## src/rtl/section_event_profiler.sv

```systemverilog
// Section event profiler: per-metric global and per-section counters. Sections are paced by a
// reference metric, and section records drain from a FWFT FIFO over a valid/ready stream.

module section_event_lane #(
    parameter int W = 32
) (
    input  logic         clk,
    input  logic         flush,
    input  logic         inc,
    input  logic         close,
    output logic [W-1:0] sec_next,
    output logic         sec_sat_next,
    output logic [W-1:0] total,
    output logic         total_sat
);
    localparam logic [W-1:0] ONE = 1;

    logic [W-1:0] sec;
    logic         sec_sat;

    // An event saturates the counter when it is all-ones or one below it,
    // so "top" ignores the LSB.
    assign sec_next     = (inc && !(&sec)) ? sec + ONE : sec;
    assign sec_sat_next = sec_sat | (inc & (&sec[W-1:1]));

    always_ff @(posedge clk) begin
        if (flush) begin
            sec       <= '0;
            sec_sat   <= 1'b0;
            total     <= '0;
            total_sat <= 1'b0;
        end else begin
            if (close) begin
                sec     <= '0;
                sec_sat <= 1'b0;
            end else begin
                sec     <= sec_next;
                sec_sat <= sec_sat_next;
            end
            if (inc && !(&total))
                total <= total + ONE;
            if (inc && (&total[W-1:1]))
                total_sat <= 1'b1;
        end
    end
endmodule

module section_event_profiler #(
    parameter int N_METRICS         = 13,
    parameter int COUNTER_WIDTH     = 32,
    parameter int SECTION_CNT_WIDTH = 10,
    parameter int FIFO_DEPTH        = 4,
    parameter int REF_METRIC        = 0
) (
    input  logic                                 clk,
    input  logic                                 rst,
    input  logic                                 enable_i,
    input  logic                                 clear_i,
    input  logic                                 eop_i,
    input  logic [N_METRICS-1:0]                 events_i,
    input  logic [SECTION_CNT_WIDTH-1:0]         section_len_i,
    output logic                                 rec_valid_o,
    input  logic                                 rec_ready_i,
    output logic [N_METRICS*COUNTER_WIDTH-1:0]   rec_counters_o,
    output logic [N_METRICS-1:0]                 rec_sat_o,
    output logic [15:0]                          rec_index_o,
    output logic                                 rec_last_o,
    output logic [N_METRICS*COUNTER_WIDTH-1:0]   total_counters_o,
    output logic [N_METRICS-1:0]                 total_sat_o,
    output logic [15:0]                          dropped_o,
    output logic [$clog2(FIFO_DEPTH):0]          fifo_level_o
);
    localparam int AW = $clog2(FIFO_DEPTH);
    localparam logic [SECTION_CNT_WIDTH-1:0] SONE     = 1;
    localparam logic [AW-1:0]                PONE     = 1;
    localparam logic [AW:0]                  LONE     = 1;
    localparam logic [AW:0]                  FULL_LVL = FIFO_DEPTH;

    typedef struct packed {
        logic [N_METRICS-1:0][COUNTER_WIDTH-1:0] cnt;
        logic [N_METRICS-1:0]                    sat;
        logic [15:0]                             idx;
        logic                                    last;
    } rec_t;

    typedef enum logic {COUNT, DONE} state_t;

    state_t state, state_nxt;

    logic                                    flush, counting, ref_ev, boundary, push, push_ok, pop, full;
    logic [N_METRICS-1:0]                    inc, sec_sat_next;
    logic [N_METRICS-1:0][COUNTER_WIDTH-1:0] sec_next, total;
    logic [SECTION_CNT_WIDTH-1:0]            ref_q, len_q, ref_nxt;
    logic [15:0]                             idx_q;
    logic [AW-1:0]                           wr_ptr, rd_ptr;
    logic [AW:0]                             level;
    rec_t                                    mem [FIFO_DEPTH];
    rec_t                                    wr_rec, head;

    assign flush    = rst | clear_i;
    assign counting = (state == COUNT) & enable_i;
    assign inc      = {N_METRICS{counting}} & events_i;
    assign ref_ev   = counting & events_i[REF_METRIC];
    assign ref_nxt  = ref_q + SONE;
    // Modulo compare: len_q == 0 closes after 2^SECTION_CNT_WIDTH reference events.
    assign boundary = ref_ev & (ref_nxt == len_q);
    assign push     = (state == COUNT) & (boundary | eop_i);

    for (genvar g = 0; g < N_METRICS; g++) begin : g_lane
        section_event_lane #(.W(COUNTER_WIDTH)) u_lane (
            .clk          (clk),
            .flush        (flush),
            .inc          (inc[g]),
            .close        (boundary),
            .sec_next     (sec_next[g]),
            .sec_sat_next (sec_sat_next[g]),
            .total        (total[g]),
            .total_sat    (total_sat_o[g])
        );
    end

    assign total_counters_o = total;

    always_comb begin
        state_nxt = state;
        if (state == COUNT && eop_i)
            state_nxt = DONE;
    end

    always_ff @(posedge clk) begin
        if (flush) state <= COUNT;
        else       state <= state_nxt;
    end

    always_ff @(posedge clk) begin
        if (flush) begin
            ref_q     <= '0;
            len_q     <= section_len_i;
            idx_q     <= '0;
            dropped_o <= '0;
        end else begin
            if (boundary) begin
                ref_q <= '0;
                idx_q <= idx_q + 16'd1;
                len_q <= section_len_i;
            end else if (ref_ev) begin
                ref_q <= ref_nxt;
            end
            if (push && !push_ok && dropped_o != 16'hFFFF)
                dropped_o <= dropped_o + 16'd1;
        end
    end

    // Record FIFO: a full FIFO still accepts a push when the head pops in the same cycle.
    assign full        = (level == FULL_LVL);
    assign rec_valid_o = (level != '0);
    assign pop         = rec_valid_o & rec_ready_i;
    assign push_ok     = push & (~full | pop);

    always_comb begin
        wr_rec      = '0;
        wr_rec.cnt  = sec_next;
        wr_rec.sat  = sec_sat_next;
        wr_rec.idx  = idx_q;
        wr_rec.last = eop_i;
    end

    always_ff @(posedge clk) begin
        if (push_ok)
            mem[wr_ptr] <= wr_rec;
    end

    always_ff @(posedge clk) begin
        if (flush) begin
            wr_ptr <= '0;
            rd_ptr <= '0;
            level  <= '0;
        end else begin
            if (push_ok) wr_ptr <= wr_ptr + PONE;
            if (pop)     rd_ptr <= rd_ptr + PONE;
            if (push_ok && !pop)      level <= level + LONE;
            else if (!push_ok && pop) level <= level - LONE;
        end
    end

    assign head           = mem[rd_ptr];
    assign fifo_level_o   = level;
    assign rec_counters_o = rec_valid_o ? head.cnt  : '0;
    assign rec_sat_o      = rec_valid_o ? head.sat  : '0;
    assign rec_index_o    = rec_valid_o ? head.idx  : '0;
    assign rec_last_o     = rec_valid_o ? head.last : 1'b0;
endmodule
```

## config.mk

```make
export PLATFORM = sky130hd
export DESIGN_NAME = section_event_profiler
export DESIGN_NICKNAME = d
export VERILOG_FILES = /design/src/rtl/section_event_profiler.sv
export SDC_FILE = /design/constraint.sdc
export NUM_CORES = 2
export LEC_CHECK = 0
export ABC_AREA = 0
export CELL_PAD_IN_SITES_DETAIL_PLACEMENT = 2
export CELL_PAD_IN_SITES_GLOBAL_PLACEMENT = 2
export CORE_ASPECT_RATIO = 1.5
export CORE_MARGIN = 2
export CORE_UTILIZATION = 43
export DETAILED_ROUTE_END_ITERATION = 10
export GPL_TIMING_DRIVEN = 1
export PLACE_DENSITY_LB_ADDON = 0.1
export SLEW_MARGIN = 5
export SYNTH_ARGS = -nofsm -noshare
export SYNTH_HDL_FRONTEND = slang
export SYNTH_SLANG_ARGS = --single-unit
```

## constraint.sdc

```tcl
create_clock -name clk -period 29.2 [get_ports clk]
set_clock_uncertainty 0.15 [all_clocks]
set_input_delay 4.38 -clock clk [delete_from_list [all_inputs] [get_ports clk]]
set_output_delay 4.38 -clock clk [all_outputs]
set_load 0.1 [all_outputs]
```

==> summary by stage <==
Run status
The flow ran to the end, and the final reports show no timing, DRC or antenna violations.

Timing
The final-report hold violation count is 0. The max-slew violation count is 0. Counting I/O delays and the setup requirement, the final critical path takes 10.60 ns. Setup repair after global routing left no endpoint under its margin. The actual transition at the worst max-transition pin is 1.40 ns.

The worst pin sits at a relative slew slack of 6.53%. The highest clock rate is 94.3 MHz. The post-route fraction of the period consumed by the critical path is 36.3%. In the final timing run, aggregate negative setup slack is 0 ns. Setup violations remaining at the end of the flow were counted as 0. On the final layout, the worst hold slack is 0.325 ns.

Setup slack closes at 18.60 ns.

Clock network
The CTS H-tree depth is 5. The buffer count from post-CTS setup fixing is 0. The clock buffer count from CTS is 278. After clock tree synthesis, the clock-pin slew on the worst setup and hold paths is 0.06 ns. The TritonCTS clock tree is yes. The clock root buffer master is clkbuf_16. The clock reaches the later pin of the worst-skew pair after 0.86 ns.

The number of gates resized after CTS is 0. No sink is reached through more buffers than the 4 on the longest clock path. The number of hold buffers added after CTS was 0.

CTS saw 2704 sinks.

Synth
Synthesis produced a netlist with a net count of 7930. The share of the synthesized area in the top cell type is 48.8%. The instance count of the mapped netlist is 7866. The largest area contributor in the synthesized netlist is edfxtp_1. The warning count from the yosys run is 0. The area of the mapped netlist is 0.110 mm². The prevailing post-synth register cell is edfxtp_1. After synthesis, flip-flops and latches occupy 65.3% of the total area. Yosys attributes the largest share of cell area to edfxtp_1 (49%), dfxtp_1 (16%), mux4_2 (9.1%). The flip-flop and latch count after synthesis is 2704.

In the synthesized netlist, the cells that appear most often are edfxtp_1 (1794), dfxtp_1 (910), nor2_1 (591). Yosys mapped the design onto 85 distinct sky130hd cell types. Yosys mapped a number of flops with a built-in enable equal to 1794.

The post-synthesis async set-or-reset flop share is 0%. The synthesized area per cell is 14.0 µm². edfxtp_1 is the most common cell in the netlist.

Route
The routed wire length is 351000 µm. The routed wirelength normalized by instance count is 28.4 µm. The total iterations of the first detailed-routing run is 6. After detailed routing, the number of remaining DRC violations is 0. The count of nets left with antenna violations once routing finished came out at 0. The first routing iteration left 3684 violations.

The detailed-route vias per instance is 5.63. For this block, the via count after detailed routing is 69600.

Pwr
The switching part of the total power is 27.2%. The leakage power is 44.6 nW. The clock network is responsible for 41.3% of the overall power.

The net switching power is 2.42 mW. Dividing total power by cell area gives a power density of 67.3 mW/mm². Internal power comes to 6.49 mW. Across the VDD grid, the largest voltage drop is 0.0000456 V.

The part of the power in registers is 46.3%. The combinational fraction of design power is 12.4%.

Floorplan
The die boundary height is 625 µm. The total area inside the core boundary comes to 0.255 mm². From left edge to right edge, the die measures 418 µm.

The die covers 0.261 mm². In this run the core area contains 227 standard-cell rows. Once the floorplan was initialized, standard cells occupied 43.3% of the core.

The number of ports placed on the die boundary is 924.

Worst setup path
The cell family contributing the most delay on the critical path is buffers and inverters. The data required time of the worst path is 24.67 ns. STA classifies the critical path endpoint as an output pin. The signal on the critical path passes through buf_4 -> buf_4 -> buf_4 -> mux4_2 -> and2_1 -> clkdlybuf4s50_1. In this run the worst path has a maximum fanout of 52. The critical path startpoint category is a flop. The most repeated library cell on the critical path is buf_4. STA puts the critical path data arrival time at 6.07 ns. Counting both buffers and inverters, the worst setup path holds a total of 4. The longest individual stage delay on the worst path is 1.11 ns. Among all stages on the critical path, the largest delay is contributed by clkdlybuf4s50_1. The start-to-end type of the worst setup path is reg2out.

Place
The setup slack at placement is 18.13 ns. The estimated wirelength of the detail-placed design is 241000 µm. The count of port buffers added during placement is 923.

At the end of routability-driven placement, the weighted congestion stood at 0.824. Including well taps, the total number of placed cells is 11800. In this run the cell area measured after placement is 0.123 mm².

Cells and area
The area growth from synthesis to layout is 19.8%. The fraction of final layout cells sized beyond drive strength 1 is 11.8%. The sequential cells in the finished layout cover a total of 0.0721 mm². The number of nets in the layout is 8869. The area of combinational cells with multiple inputs is 0.0366 mm². Once layout is done, the placed cells without fillers occupy 0.132 mm². The number of non-filler instances in the completed layout is 12400.

The number of inserted filler cells in the final layout is 23700.

Global route
The number of antenna violations at the first check in global routing is 28. The number of global-route vias before repair was 77700. The first global-routing pass estimated 524000 µm of wire.

Entering global routing, the biggest net connects 174 pins. The total global routing track utilization is 26.7%. Global routing finished with a remaining overflow of 0.

Min path
The worst hold path belongs to the class reg2reg.

Run
The tool flagged a number of max-cap violations equal to 0.
-- power groups by stage --
stage                     logic (mW)  clock network [mW]  registers [mW]
final                           1.10                3.68            4.13
after global routing            1.14                3.89            4.13
after CTS                       1.12                3.77            4.13
after detailed placement        1.12                   0            4.21
after global placement          1.11                   0            4.20
after floorplan                0.793                   0            4.24
-- metal layers --
metal	part of all wire (%)	track usage, %
met3	7.0	7.00
met2	51	47.2
met5	0.033	0
met1	39	31.7
met4	3.0	7.67
-- area by class of cell --
cell class / instances / area share (%)
Multi-Input combinational cell: 4700 / 27.7
Inverter: 120 / 0.340
Sequential cell: 2704 / 54.5
Tap cell: 3320 / 3.14
Clock buffer: 371 / 5.90
Timing Repair Buffer: 1001 / 7.40
Clock inverter: 131 / 1.08
Antenna cell: 13 / 0.0246
-- per-stage QoR --
stage	power (mW)	util, %
finish	8.92	51.9
global route	9.16	51.8
CTS	9.01	51.8
detailed placement	5.33	48.2
global placement	5.31	48.2
floorplan	5.03	-
-- worst paths after layout --
check | slack [ns] | depth (start not counted) | from | to
setup / recovery | 18.60 | 6 | flop | rec_counters_o[138]
hold / removal | 0.33 | 2 | g_lane[0].u_lane.total_sat$_SDFFE_PP0P_ | g_lane[0].u_lane.total_sat$_SDFFE_PP0P_
setup reg to reg | 22.76 | 11 | ref_q[0]$_SDFFE_PP0P_ | mem[1][298]$_DFFE_PP_
hold reg to reg | 0.33 | 2 | g_lane[0].u_lane.total_sat$_SDFFE_PP0P_ | g_lane[0].u_lane.total_sat$_SDFFE_PP0P_
-- logic make-up (layout without fill, tap and decap cells) --
family | Yosys count | in the layout | share of synthesized area (%)
AOI/OAI and AO/OA | 267 | 267 | 1.62
xor gates and xnor gates | 778 | 778 | 6.17
adders and majority gates | 35 | 35 | 0.403
buffers and inverters | 462 | 1623 | 1.64
DFF | 2704 | 2704 | 65.3
muxes | 470 | 470 | 9.32
other | 0 | 13 | 0
and+or+nand+nor | 3150 | 3150 | 15.6
-- layout by cell type (no fill, tap or decap), drive strengths merged, types with 15 or more instances in the layout --
| cell type | n |
|---|---|
| clkinv | 79 |
| or4 | 29 |
| and4 | 108 |
| a31oi | 18 |
| and3 | 141 |
| clkdlybuf4s50 | 882 |
| nand3 | 317 |
| nand4 | 240 |
| mux4 | 446 |
| or2 | 15 |
| buf | 119 |
| xnor2 | 463 |
| nor3 | 172 |
| edfxtp | 1794 |
| nor4 | 82 |
| inv | 132 |
| a21oi | 82 |
| dfxtp | 910 |
| nand2 | 371 |
| and2 | 512 |
| or3 | 81 |
| nor4b | 15 |
| clkbuf | 371 |
| nor2 | 591 |
| o21ai | 72 |
| nor2b | 435 |
| bufinv | 28 |
| xor2 | 315 |
| ha | 34 |
-- registers in the layout, summed over array words and instances, names as in the netlist, named ones only --
register	cells
ref_q	10
g_lane.u_lane.sec_sat	13
fifo_level_o	3
mem	1784
wr_ptr	2
dropped_o	16
idx_q	16
g_lane.u_lane.total_sat	13
g_lane.u_lane.sec	416
len_q	10
state	1
rd_ptr	2
g_lane.u_lane.total	416
-- worst reg2reg max path, stage by stage, from the launching register on --
cell and delay, ns:
dfxtp_1 0.47, ha_1 0.41, xor2_1 0.25, o32a_1 0.19, o211ai_1 0.09, or4_4 0.55
a2bb2oi_2 0.34, nor2_1 0.50, and2_4 0.79, buf_4 0.64, buf_4 0.78, buf_4 0.85
Note: power is estimated with default switching activity, not from simulation.
